--- config.mk ---
export PLATFORM = sky130hd
export DESIGN_NAME = mem_port_arbiter
export DESIGN_NICKNAME = d
export VERILOG_FILES = /design/src/rtl/mem_port_arbiter.sv
export SDC_FILE = /design/constraint.sdc
export NUM_CORES = 1
export LEC_CHECK = 0
export ABC_AREA = 1
export ABC_CLOCK_PERIOD_IN_PS = 1150
export CAP_MARGIN = 20
export CORE_ASPECT_RATIO = 0.8
export CORE_MARGIN = 5
export CORE_UTILIZATION = 35
export DETAILED_ROUTE_END_ITERATION = 12
export PLACE_DENSITY = 0.73
export REMOVE_ABC_BUFFERS = 1
export SLEW_MARGIN = 5
export SYNTH_ARGS = -nofsm -noshare
export SYNTH_HDL_FRONTEND = slang
export SYNTH_SLANG_ARGS = --single-unit
export TNS_END_PERCENT = 50
--- constraint.sdc ---
create_clock -name clock -period 1.15 [get_ports clock]
set_clock_uncertainty 0.1 [all_clocks]
set_input_delay 0.23 -clock clock [delete_from_list [all_inputs] [get_ports clock]]
set_output_delay 0.23 -clock clock [all_outputs]
set_load 0.05 [all_outputs]
--- src/rtl/mem_port_arbiter.sv ---
// Registered request/grant arbiter sharing one single-port synchronous RAM between port A and port B.
// Optional feature: define MEM_ARB_WPROTECT_EN to block port-A writes below PROT_TOP (prot_err pulses instead).

module mem_port_arbiter #(
    parameter int              AW       = 8,
    parameter int              DW       = 8,
    parameter int              PRIORITY = 0,
    parameter logic [AW-1:0]   PROT_TOP = 8'h10
) (
    input  logic          clock,
    input  logic          reset_N,
    input  logic          a_req,
    input  logic          a_we,
    input  logic [AW-1:0] a_adrs,
    input  logic [DW-1:0] a_wdata,
    output logic          a_gnt,
    output logic          a_rvalid,
    output logic [DW-1:0] a_rdata,
    input  logic          b_req,
    input  logic          b_we,
    input  logic [AW-1:0] b_adrs,
    input  logic [DW-1:0] b_wdata,
    output logic          b_gnt,
    output logic          b_rvalid,
    output logic [DW-1:0] b_rdata,
    output logic [AW-1:0] ram_adrs,
    output logic [DW-1:0] ram_data,
    output logic          ram_wr_en,
    input  logic [DW-1:0] ram_q,
    output logic          busy,
    output logic          owner,
    output logic          prot_err
);

    localparam logic [1:0] ST_IDLE  = 2'd0;
    localparam logic [1:0] ST_ISSUE = 2'd1;
    localparam logic [1:0] ST_RESP  = 2'd2;

`ifdef MEM_ARB_WPROTECT_EN
    localparam logic PROT_EN = 1'b1;
`else
    localparam logic PROT_EN = 1'b0;
`endif

    logic [1:0]    state_r;
    logic [1:0]    state_nx_s;
    logic          win_b_r;
    logic          we_r;
    logic          last_b_r;
    logic          start_s;
    logic          pick_b_s;
    logic          sel_we_s;
    logic [AW-1:0] sel_adrs_s;
    logic [DW-1:0] sel_wdata_s;
    logic          blk_s;

    function automatic logic prot_hit(input logic is_b, input logic we, input logic [AW-1:0] adrs);
        return PROT_EN && !is_b && we && (adrs < PROT_TOP);
    endfunction

    // Winner selection among the requests sampled in IDLE
    always_comb begin
        pick_b_s = 1'b0;
        case ({a_req, b_req})
            2'b10: pick_b_s = 1'b0;
            2'b01: pick_b_s = 1'b1;
            2'b11: begin
                if (PRIORITY == 1) begin
                    pick_b_s = 1'b0;
                end else if (PRIORITY == 2) begin
                    pick_b_s = 1'b1;
                end else begin
                    pick_b_s = ~last_b_r;
                end
            end
            default: pick_b_s = 1'b0;
        endcase
    end

    // Mux the winning request fields and flag protected writes
    always_comb begin
        start_s     = (state_r == ST_IDLE) && (a_req || b_req);
        sel_we_s    = pick_b_s ? b_we    : a_we;
        sel_adrs_s  = pick_b_s ? b_adrs  : a_adrs;
        sel_wdata_s = pick_b_s ? b_wdata : a_wdata;
        blk_s       = prot_hit(pick_b_s, sel_we_s, sel_adrs_s);
    end

    // Next-state logic for the IDLE/ISSUE/RESP schedule
    always_comb begin
        state_nx_s = state_r;
        case (state_r)
            ST_IDLE: begin
                if (a_req || b_req) begin
                    state_nx_s = ST_ISSUE;
                end else begin
                    state_nx_s = ST_IDLE;
                end
            end
            ST_ISSUE: begin
                if (we_r) begin
                    state_nx_s = ST_IDLE;
                end else begin
                    state_nx_s = ST_RESP;
                end
            end
            ST_RESP: state_nx_s = ST_IDLE;
            default: state_nx_s = ST_IDLE;
        endcase
    end

    // State, latched access and all registered outputs; reset aborts any access in flight
    always_ff @(posedge clock or negedge reset_N) begin
        if (!reset_N) begin
            state_r   <= ST_IDLE;
            win_b_r   <= 1'b0;
            we_r      <= 1'b0;
            last_b_r  <= 1'b1;
            a_gnt     <= 1'b0;
            b_gnt     <= 1'b0;
            a_rvalid  <= 1'b0;
            b_rvalid  <= 1'b0;
            a_rdata   <= {DW{1'b0}};
            b_rdata   <= {DW{1'b0}};
            ram_adrs  <= {AW{1'b0}};
            ram_data  <= {DW{1'b0}};
            ram_wr_en <= 1'b0;
            busy      <= 1'b0;
            owner     <= 1'b0;
            prot_err  <= 1'b0;
        end else begin
            state_r   <= state_nx_s;
            busy      <= (state_nx_s != ST_IDLE);
            a_gnt     <= 1'b0;
            b_gnt     <= 1'b0;
            ram_wr_en <= 1'b0;
            prot_err  <= 1'b0;
            a_rvalid  <= 1'b0;
            b_rvalid  <= 1'b0;
            if (start_s) begin
                win_b_r   <= pick_b_s;
                we_r      <= sel_we_s;
                ram_adrs  <= sel_adrs_s;
                ram_data  <= sel_wdata_s;
                ram_wr_en <= sel_we_s && !blk_s;
                prot_err  <= blk_s;
                a_gnt     <= !pick_b_s;
                b_gnt     <= pick_b_s;
                owner     <= pick_b_s;
                last_b_r  <= pick_b_s;
            end
            // RAM output is valid during RESP; capture it for the winner
            if (state_r == ST_RESP) begin
                if (win_b_r) begin
                    b_rdata  <= ram_q;
                    b_rvalid <= 1'b1;
                end else begin
                    a_rdata  <= ram_q;
                    a_rvalid <= 1'b1;
                end
            end
        end
    end

endmodule
Word-level counts from Yosys, hierarchy flattened
Index checks and enable logic that the tools add are counted. W data, S select, Z words.

Bits in registers: 43. Input port bits: 46. Output and inout bits: 40. Word-level logic and storage cells: 41.

Equal/unequal tests: 4. Mux-type cells: 14. Bitwise logic cells: 2. Reductions and logical operators: 7.

Operators by type and width (count): $mux W8 (2); $mux W1 (9); $eq A2 B1 Y1 const B (2); $eq A2 B2 Y1 const B (2); $pmux W2 S2 (1); $reduce_and A2 Y1 (2); $logic_not A2 Y1 (1); $mux W2 (1); $not A1 Y1 (2); $pmux W1 S2 (1); $reduce_bool A2 Y1 (1); $logic_and A1 B1 Y1 (1); $logic_not A1 Y1 (1); $logic_or A1 B1 Y1 (1).

Depth between registers and ports, before layout
Gate-level depths: netlist (run 1).

Depth in word-level cells: 4. Gate-level depth with buffers: 7. Depth with buffers taken out: 6.

Worst setup path after synthesis (run 1)
Ideal clock, no wire load.

Kind: flip-flop to flip-flop. Start: register win_b_r. End: register a_rdata[6]. Library setup time: 0.076 ns. Arrival time: 1.218 ns. Required time: 0.974 ns. Path slack: -0.244 ns. Stages on the path, launching flop included: 6. Path buffers: 1. Period minus slack after synthesis: 1.394 ns. Cell sequence: dfrtp_1 > inv_1 > nand3_2 > buf_2 > nand2_1 > o21ai_1.

Cells in the longest elaborated chain, start to end: 2.

RTL lines: start, declared (RTL line 47) `logic win_b_r;`; start signal, assigned (RTL line 141) `win_b_r <= pick_b_s;`; $not A1 Y1 (no source line); $reduce_and A2 Y1 (no source line); end signal, assigned (RTL line 123) `a_rdata <= {DW{1'b0}};`; end signal, assigned (RTL line 158) `a_rdata <= ram_q;`; end, declared (RTL line 18) `output logic [DW-1:0] a_rdata,`.

Every way passes these cells. A chain may end at the register's enable or synchronous reset.

==> tab_implementation.tex, run 1 <==
\begin{tabular}{lr}
\hline
Metric & Value \\
\hline
\multicolumn{2}{l}{\textbf{STA}} \\
Final worst path period share & 1.12 \\
Final Setup Violations & 68 \\
Max frequency & 779 MHz \\
WHS & about 0.24 ns \\
Worst setup slack after layout & -0.134 ns \\
RSZ-0062 raised after global routing & true \\
Final worst path period need & 1.28 ns \\
Final hold violation count & 0 \\
Pins Over Slew Limit & 0 \\
\multicolumn{2}{l}{\textbf{Global route}} \\
First-pass GRT wire length & 8250 um \\
Pin count of the biggest net entering global routing & 24 \\
Total congestion overflow & 0 \\
GRT Resource Usage Total & 0.154 \\
Number of global-route vias before repair & 1694 \\
Number of antenna violations at the first check in global routing & 0 \\
\multicolumn{2}{l}{\textbf{Setup path}} \\
Required time worst endpoint & 0.82 ns \\
Launch instance of the worst register-to-register path & last\_b\_r \\
Cells along the critical path & buf\_6 -> buf\_12 \\
Cell depth of the worst flop-to-flop path & 6 \\
Critical path capture point type & primary output \\
Type of the worst setup path & reg2out \\
Worst R2R End & ram\_adrs[0] \\
Highest fanout seen on the critical path & 2 \\
Arrival @ worst endpoint & $\sim$0.95 ns \\
Cell at the slowest stage of the critical path & sky130\_fd\_sc\_hd\_\_dfrtp\_1 \\
Element type at the critical path start & register \\
Crit path largest cell delay & 0.41 ns \\
Worst setup slack for register-to-register paths & -0.13 ns \\
\multicolumn{2}{l}{\textbf{Outcome}} \\
Failing checks & setup timing \\
Result of the run & finished with violations \\
\multicolumn{2}{l}{\textbf{Synth}} \\
Synthesized cell area & 1880 um2 \\
Total number of yosys warnings & 0 \\
Synth Area per Inst & 8.61 um2 \\
Synth cell types & 20 \\
Post-synthesis instance total & 218 \\
Cell taking the most area after synthesis & sky130\_fd\_sc\_hd\_\_dfrtp\_1 \\
Cell types occupying the most area after synthesis & sky130\_fd\_sc\_hd\_\_dfrtp\_1, sky130\_fd\_sc\_hd\_\_nand2\_1, sky130\_fd\_sc\_hd\_\_nand3\_1 \\
Sequential cell area fraction in the yosys report & 0.574 \\
Fraction of post-synthesis cell area in the top cell type by area & 0.560 \\
Flip-flop and latch count after synthesis & 43 \\
\multicolumn{2}{l}{\textbf{Pwr}} \\
Internal Power & 6.16 mW \\
Maximum resistive drop on vdd & 0.00163 V \\
Fraction of power consumed by the clock network & 0.080 \\
P\_sw & 5.14 mW \\
Leak pwr & 1.76 nW \\
Net switching fraction of the power & 0.455 \\
Seq pwr share & 0.270 \\
Total power divided by cell area & between 3000 and 4000 nW/um2 \\
Relative contribution of combinational cells to total power & 0.650 \\
\multicolumn{2}{l}{\textbf{Clocking}} \\
Clock buffer depth & 2 \\
CTS tree & yes \\
H-tree depth reported by CTS & 2 \\
Clock slew at reported path FFs & 0.08 ns \\
Count of clock tree sinks & 43 \\
Clock network latency to the later pin of the worst-skew pair & 0.28 ns \\
Cell at the root of the clock tree & sky130\_fd\_sc\_hd\_\_clkbuf\_8 \\
Number of buffers created by CTS & 5 \\
\multicolumn{2}{l}{\textbf{Routing}} \\
Overall routed net length & 5550 um \\
Via count normalized by instance count & 4.62 \\
Post-route ant nets & 0 \\
Number of design-rule violations left by the first detailed-router iteration & 77 \\
DRC & 0 \\
Pre-Repair DR Iteration Count & 4 \\
Average routed wire per standard cell & 14.5 um \\
Via count & between 1500 and 2000 \\
\multicolumn{2}{l}{\textbf{Cells and area}} \\
Multi-input gate area in the final layout & 792 um2 \\
Count of filler cells inserted in the layout & 365 \\
Sequential Area & $\sim$1100 um2 \\
Antenna diode instance count & 0 \\
Ratio of cells with drive above 1 in the final layout & 0.312 \\
Area overhead of the layout relative to synthesis & 89.7\% \\
Net count of the finished layout & 366 \\
Post-route core utilization & 0.699 \\
\multicolumn{2}{l}{\textbf{Worst hold path}} \\
Class of the most critical hold timing path & in2async \\
\multicolumn{2}{l}{\textbf{Die}} \\
Die boundary height & 75.5 um \\
Die area & 6940 um2 \\
Core area & 5090 um2 \\
Standard-cell row count & 23 \\
Boundary Pins & 86 \\
Starting density of the core & 0.369 \\
Die X-Extent & 91.9 um \\
\multicolumn{2}{l}{\textbf{Place}} \\
Number of buffers added on ports & 84 \\
Routability Congestion & approximately 0.74 \\
HPWL after detailed placement & 3930 um \\
\multicolumn{2}{l}{\textbf{Flow run}} \\
Max-cap violation count & 0 \\
\hline
\end{tabular}
[critical path: cells and delay by family, from the launching register on]
| family | cells | cell delay [ns] |
|---|---|---|
| buffers and inverters | 2 | 0.26 |
| flip-flops | 1 | 0.41 |
[repair_timing]
item                       CTS  global route
resized for setup            4            41
setup endpoints to repair   62            78
setup buffers                1             4
hold endpoints to repair    42             0
pin swaps                    1             3
cloned                       1             3
hold buffers                 1             0
[worst max-delay path by stage]
stage,from,endpoint,slack (ns),depth (start not counted)
2_1_floorplan,win_b_r,b_rdata[1],-0.19,3
6_report,win_b_r,owner,-0.13,2
3_3_place_gp,b_req,we_r,-0.42,7
5_1_grt,last_b_r,ram_data[1],-0.19,6
3_5_place_dp,a_req,we_r,-0.47,7
4_1_cts,win_b_r,owner,-0.13,2
[synth_stat cells]
library cell / count
sky130_fd_sc_hd__buf_2: 3
sky130_fd_sc_hd__buf_4: 3
sky130_fd_sc_hd__buf_6: 4
sky130_fd_sc_hd__conb_1: 1
sky130_fd_sc_hd__dfrtp_1: 42
sky130_fd_sc_hd__dfstp_2: 1
sky130_fd_sc_hd__inv_1: 15
sky130_fd_sc_hd__inv_4: 1
sky130_fd_sc_hd__nand2_1: 105
sky130_fd_sc_hd__nand2_4: 1
sky130_fd_sc_hd__nand2_8: 1
sky130_fd_sc_hd__nand3_1: 17
sky130_fd_sc_hd__nand3_2: 2
sky130_fd_sc_hd__nor2_1: 2
sky130_fd_sc_hd__nor2_2: 1
sky130_fd_sc_hd__nor3_1: 1
sky130_fd_sc_hd__o21ai_0: 5
sky130_fd_sc_hd__o21ai_1: 11
sky130_fd_sc_hd__o21ai_4: 1
sky130_fd_sc_hd__or2_1: 1
[per-layer routing]
| layer | global-route usage | vias up | routed length, um |
|---|---|---|---|
| li1 | - | 883 | - |
| met1 | 0.199 | 826 | 2370 |
| met2 | 0.256 | 54 | 2760 |
| met3 | 0.0355 | 8 | 331 |
| met4 | 0.0593 | 0 | 91 |
| met5 | 0 | - | 0 |
[layout by cell type, fill, tap and decap left out, types with 3 or more instances in the layout]
cell type	netlist	final
sky130_fd_sc_hd__nand2_1	105	94
sky130_fd_sc_hd__buf_12	0	43
sky130_fd_sc_hd__clkdlybuf4s50_1	0	42
sky130_fd_sc_hd__dfrtp_1	42	37
sky130_fd_sc_hd__nand3_1	17	17
sky130_fd_sc_hd__inv_1	15	12
sky130_fd_sc_hd__buf_4	3	10
sky130_fd_sc_hd__o21ai_2	0	7
sky130_fd_sc_hd__o21ai_1	11	7
sky130_fd_sc_hd__nand2_2	0	6
sky130_fd_sc_hd__nand2_4	1	6
sky130_fd_sc_hd__dfrtp_2	0	5
sky130_fd_sc_hd__clkbuf_8	0	5
sky130_fd_sc_hd__nand2_8	1	3
sky130_fd_sc_hd__clkbuf_1	0	3
[state kept, by name, summed over array words and instances (netlist names)]
register / cells
ram_adrs: 8
a_gnt: 1
ram_wr_en: 1
busy: 1
win_b_r: 1
we_r: 1
state_r: 2
a_rdata: 8
b_gnt: 1
last_b_r: 1
ram_data: 8
a_rvalid: 1
b_rvalid: 1
b_rdata: 8
[metrics by stage]
stage | setup WS, ns | std cells | instance area, um2 | power (mW) | setup TNS [ns]
finish | -0.134 | 383 | 3560 | 11.3 | -3.85
global route | -0.195 | 383 | 3560 | 11.8 | -7.02
CTS | -0.134 | 376 | 3350 | 10.8 | -4.78
detailed placement | -0.468 | 365 | 3230 | 9.76 | -10.13
global placement | -0.419 | 365 | 3230 | 9.63 | -9.30
floorplan | -0.191 | 208 | 1800 | 5.95 | -3.04
[cells by family after synthesis]
group           after synthesis  share of synthesized area
simple gates                131                      0.296
flops                        43                      0.574
other cells                   1                    0.00200
compound gates               17                     0.0513
buf+inv                      26                     0.0773
[power by group through the flow]
| stage | Clock [mW] | Sequential [mW] | Combinational [mW] |
|---|---|---|---|
| final | 0.907 | 3.05 | 7.35 |
| after global routing | 0.992 | 3.12 | 7.72 |
| after CTS | 0.938 | 2.98 | 6.85 |
| after detailed placement | 0 | 2.98 | 6.78 |
| after global placement | 0 | 2.97 | 6.67 |
| after floorplan | 0 | 4.81 | 1.13 |
[final cells by class]
class,instances,share of cell area
well taps,62,0.0218
inverters,16,0.0190
multi-input cells,151,0.222
clock buffers,8,0.0225
flip-flops and latches,43,0.304
repair buffers,103,0.410
Note: power is estimated with default switching activity, not from simulation.
==> run 2: changes to the inputs <==
--- a/config.mk
+++ b/config.mk
@@ -12,7 +12,7 @@
 export CORE_MARGIN = 5
 export CORE_UTILIZATION = 35
 export DETAILED_ROUTE_END_ITERATION = 12
-export PLACE_DENSITY = 0.73
+export PLACE_DENSITY = 0.8
 export REMOVE_ABC_BUFFERS = 1
 export SLEW_MARGIN = 5
 export SYNTH_ARGS = -nofsm -noshare
==> run 2 against run 1 <==
Against the previous run: the flow still finishes with violations (setup timing); via count is 0.11% higher; combinational power up 1%; critical path depth did not move; fmax decreased by 0.91%; worst hold slack gained 0.082 ns; clock power grew 25%; worst setup slack worse by 0.012 ns; flip-flop and latch count is the same; final cell count increased by 0.52%; largest power group unchanged; routed wire length rose by 2.2%; count of clock-buffer cells in the layout is 2 lower.
==> tab_implementation.tex, run 2 (same netlist as run 1, synthesis figures left out) <==
\begin{tabular}{lr}
\hline
Metric & Value \\
\hline
\multicolumn{2}{l}{\textbf{Flow run}} \\
Max-cap violation count & 0 \\
\multicolumn{2}{l}{\textbf{Setup path}} \\
Cells along the critical path & buf\_6 -> buf\_12 \\
Required time worst endpoint & 0.82 ns \\
WP depth & 2 \\
Element type at the critical path start & register \\
Type of the worst setup path & reg2out \\
Cell at the slowest stage of the critical path & sky130\_fd\_sc\_hd\_\_dfrtp\_1 \\
Highest fanout seen on the critical path & 2 \\
Arrival @ worst endpoint & approximately 0.97 ns \\
Cell class contributing the biggest share of worst-path delay & flip-flops \\
Crit path largest cell delay & about 0.41 ns \\
Cell depth of the worst flop-to-flop path & 6 \\
Critical path capture point type & primary output \\
Bufs and invs on worst path & 2 \\
\multicolumn{2}{l}{\textbf{Global route}} \\
Pin count of the biggest net entering global routing & 24 \\
GRT Resource Usage Total & 0.161 \\
Total congestion overflow & 0 \\
Number of antenna violations at the first check in global routing & 0 \\
First-pass GRT wire length & between 8000 and 9000 um \\
Number of global-route vias before repair & 1792 \\
\multicolumn{2}{l}{\textbf{STA}} \\
Final worst path period share & 1.13 \\
Setup Total Neg Slack & -4.71 ns \\
RSZ-0062 raised after global routing & true \\
Final Setup Violations & 69 \\
Final worst path period need & about 1.3 ns \\
Max frequency & 772 MHz \\
Pins Over Slew Limit & 0 \\
Worst setup slack after layout & -0.146 ns \\
Final hold violation count & 0 \\
\multicolumn{2}{l}{\textbf{Place}} \\
HPWL after detailed placement & 4050 um \\
Routability Congestion & around 0.76 \\
Worst slack at placement & -0.494 ns \\
Number of buffers added on ports & 84 \\
\multicolumn{2}{l}{\textbf{Routing}} \\
Overall routed net length & 5680 um \\
Via count normalized by instance count & 4.61 \\
Pre-Repair DR Iteration Count & 4 \\
Via count & roughly 1800 \\
Number of design-rule violations left by the first detailed-router iteration & 108 \\
DRC & 0 \\
Post-route ant nets & 0 \\
Average routed wire per standard cell & between 10 and 15 um \\
\multicolumn{2}{l}{\textbf{Clocking}} \\
Count of clock tree sinks & between 40 and 50 \\
Number of buffers created by CTS & 5 \\
Clock buffer depth & 2 \\
Clock network latency to the later pin of the worst-skew pair & 0.29 ns \\
Cell at the root of the clock tree & sky130\_fd\_sc\_hd\_\_clkbuf\_8 \\
Clock slew at reported path FFs & 0.08 ns \\
CTS tree & yes \\
H-tree depth reported by CTS & 2 \\
\multicolumn{2}{l}{\textbf{Cells and area}} \\
Net count of the finished layout & around 370 \\
Ratio of cells with drive above 1 in the final layout & 0.331 \\
Area overhead of the layout relative to synthesis & 93.1\% \\
Most used cells in the layout excluding fill and tap cells & sky130\_fd\_sc\_hd\_\_nand2\_1, sky130\_fd\_sc\_hd\_\_buf\_12, sky130\_fd\_sc\_hd\_\_clkdlybuf4s50\_1 \\
Antenna diode instance count & 0 \\
Most common cell after layout, fill and taps aside & sky130\_fd\_sc\_hd\_\_nand2\_1 \\
Count of filler cells inserted in the layout & 330 \\
\multicolumn{2}{l}{\textbf{Outcome}} \\
Failing checks & setup timing \\
Result of the run & finished with violations \\
\multicolumn{2}{l}{\textbf{Pwr}} \\
Total power & 11.6 mW \\
Leak pwr & approximately 1.8 nW \\
Maximum resistive drop on vdd & between 0.0015 and 0.002 V \\
Total power divided by cell area & about 3200 nW/um2 \\
\multicolumn{2}{l}{\textbf{Die}} \\
Core area & 5090 um2 \\
Starting density of the core & 0.369 \\
Die boundary height & 75.5 um \\
Standard-cell row count & 23 \\
Die X-Extent & 91.9 um \\
Boundary Pins & 86 \\
Die area & 6940 um2 \\
\multicolumn{2}{l}{\textbf{Worst hold path}} \\
Class of the most critical hold timing path & in2async \\
\hline
\end{tabular}
-- run 2: changes by cell type in the layout (fill, tap and decap cells not counted), moves of 2 or more --
cell,before,now
sky130_fd_sc_hd__nand3_1,17,10
sky130_fd_sc_hd__nand3_2,0,7
sky130_fd_sc_hd__buf_4,10,15
sky130_fd_sc_hd__nand2_2,6,2
sky130_fd_sc_hd__clkbuf_1,3,1
sky130_fd_sc_hd__nand2_1,94,96
-- run 2: timing repair --
| action | CTS | global route |
|---|---|---|
| setup buffers | 3 | 4 |
| pin swaps | 0 | 0 |
| setup endpoints to repair | 62 | 78 |
| hold buffers | 1 | 0 |
| cloned | 0 | 2 |
| gates resized for setup | 13 | 36 |
| hold endpoints to repair | 11 | 0 |
-- run 2: final timing paths --
| check | start | endpoint | slack, ns |
|---|---|---|---|
| min in group clock | we_r | state_r[1] | 0.40 |
| worst min register to register | we_r | state_r[1] | 0.40 |
| worst max-delay path | win_b_r | owner | -0.15 |
| worst min-delay path | reset_N | ram_adrs[1] | 0.32 |
| max in group asynchronous | reset_N | a_rdata[6] | 0.16 |
| worst max register to register | last_b_r | we_r | -0.14 |
-- run 2: routing by layer --
metal | GRT usage | share of wire
met1 | 0.205 | 0.41
met2 | 0.276 | 0.52
met3 | 0.0405 | 0.054
met4 | 0.0527 | 0.012
met5 | 0 | 0
-- run 2: final cells by class --
| type | count | area, um2 | area share |
|---|---|---|---|
| clock buffers | 6 | 72.6 | 0.0200 |
| clock inverters | 1 | 30.0 | 0.00828 |
| inverters | 16 | 67.6 | 0.0186 |
| multi-input cells | 149 | 797 | 0.220 |
| flip-flops and latches | 43 | 1080 | 0.299 |
| well taps | 62 | 77.6 | 0.0214 |
| repair buffers | 108 | 1500 | 0.413 |
-- run 2: worst reg2reg max path, cell delays in order, from the launching register on --
cell	delay (ns)
sky130_fd_sc_hd__dfstp_2	0.59
sky130_fd_sc_hd__nand2_8	0.11
sky130_fd_sc_hd__nand2_8	0.16
sky130_fd_sc_hd__nand2_2	0.07
sky130_fd_sc_hd__nand2_1	0.06
sky130_fd_sc_hd__nand2_1	0.08
sky130_fd_sc_hd__nand2_1	0.07
-- run 2: stage by stage --
stage	hold slack (ns)	util	cell area [um2]	std cells
2_1_floorplan	-0.166	-	1800	208
3_3_place_gp	0.0585	0.639	3250	368
3_5_place_dp	0.0612	0.639	3250	368
4_1_cts	0.285	0.675	3440	379
5_1_grt	0.348	0.712	3630	385
6_report	0.323	0.712	3630	385
-- run 2: power by group --
| group | switching, mW | leakage (nW) | internal [mW] | total (mW) |
|---|---|---|---|---|
| Clock | 0.495 | 0.0513 | 0.637 | 1.13 |
| Sequential | 0.787 | 0.529 | 2.25 | 3.04 |
| Combinational | 3.88 | 1.22 | 3.54 | 7.42 |
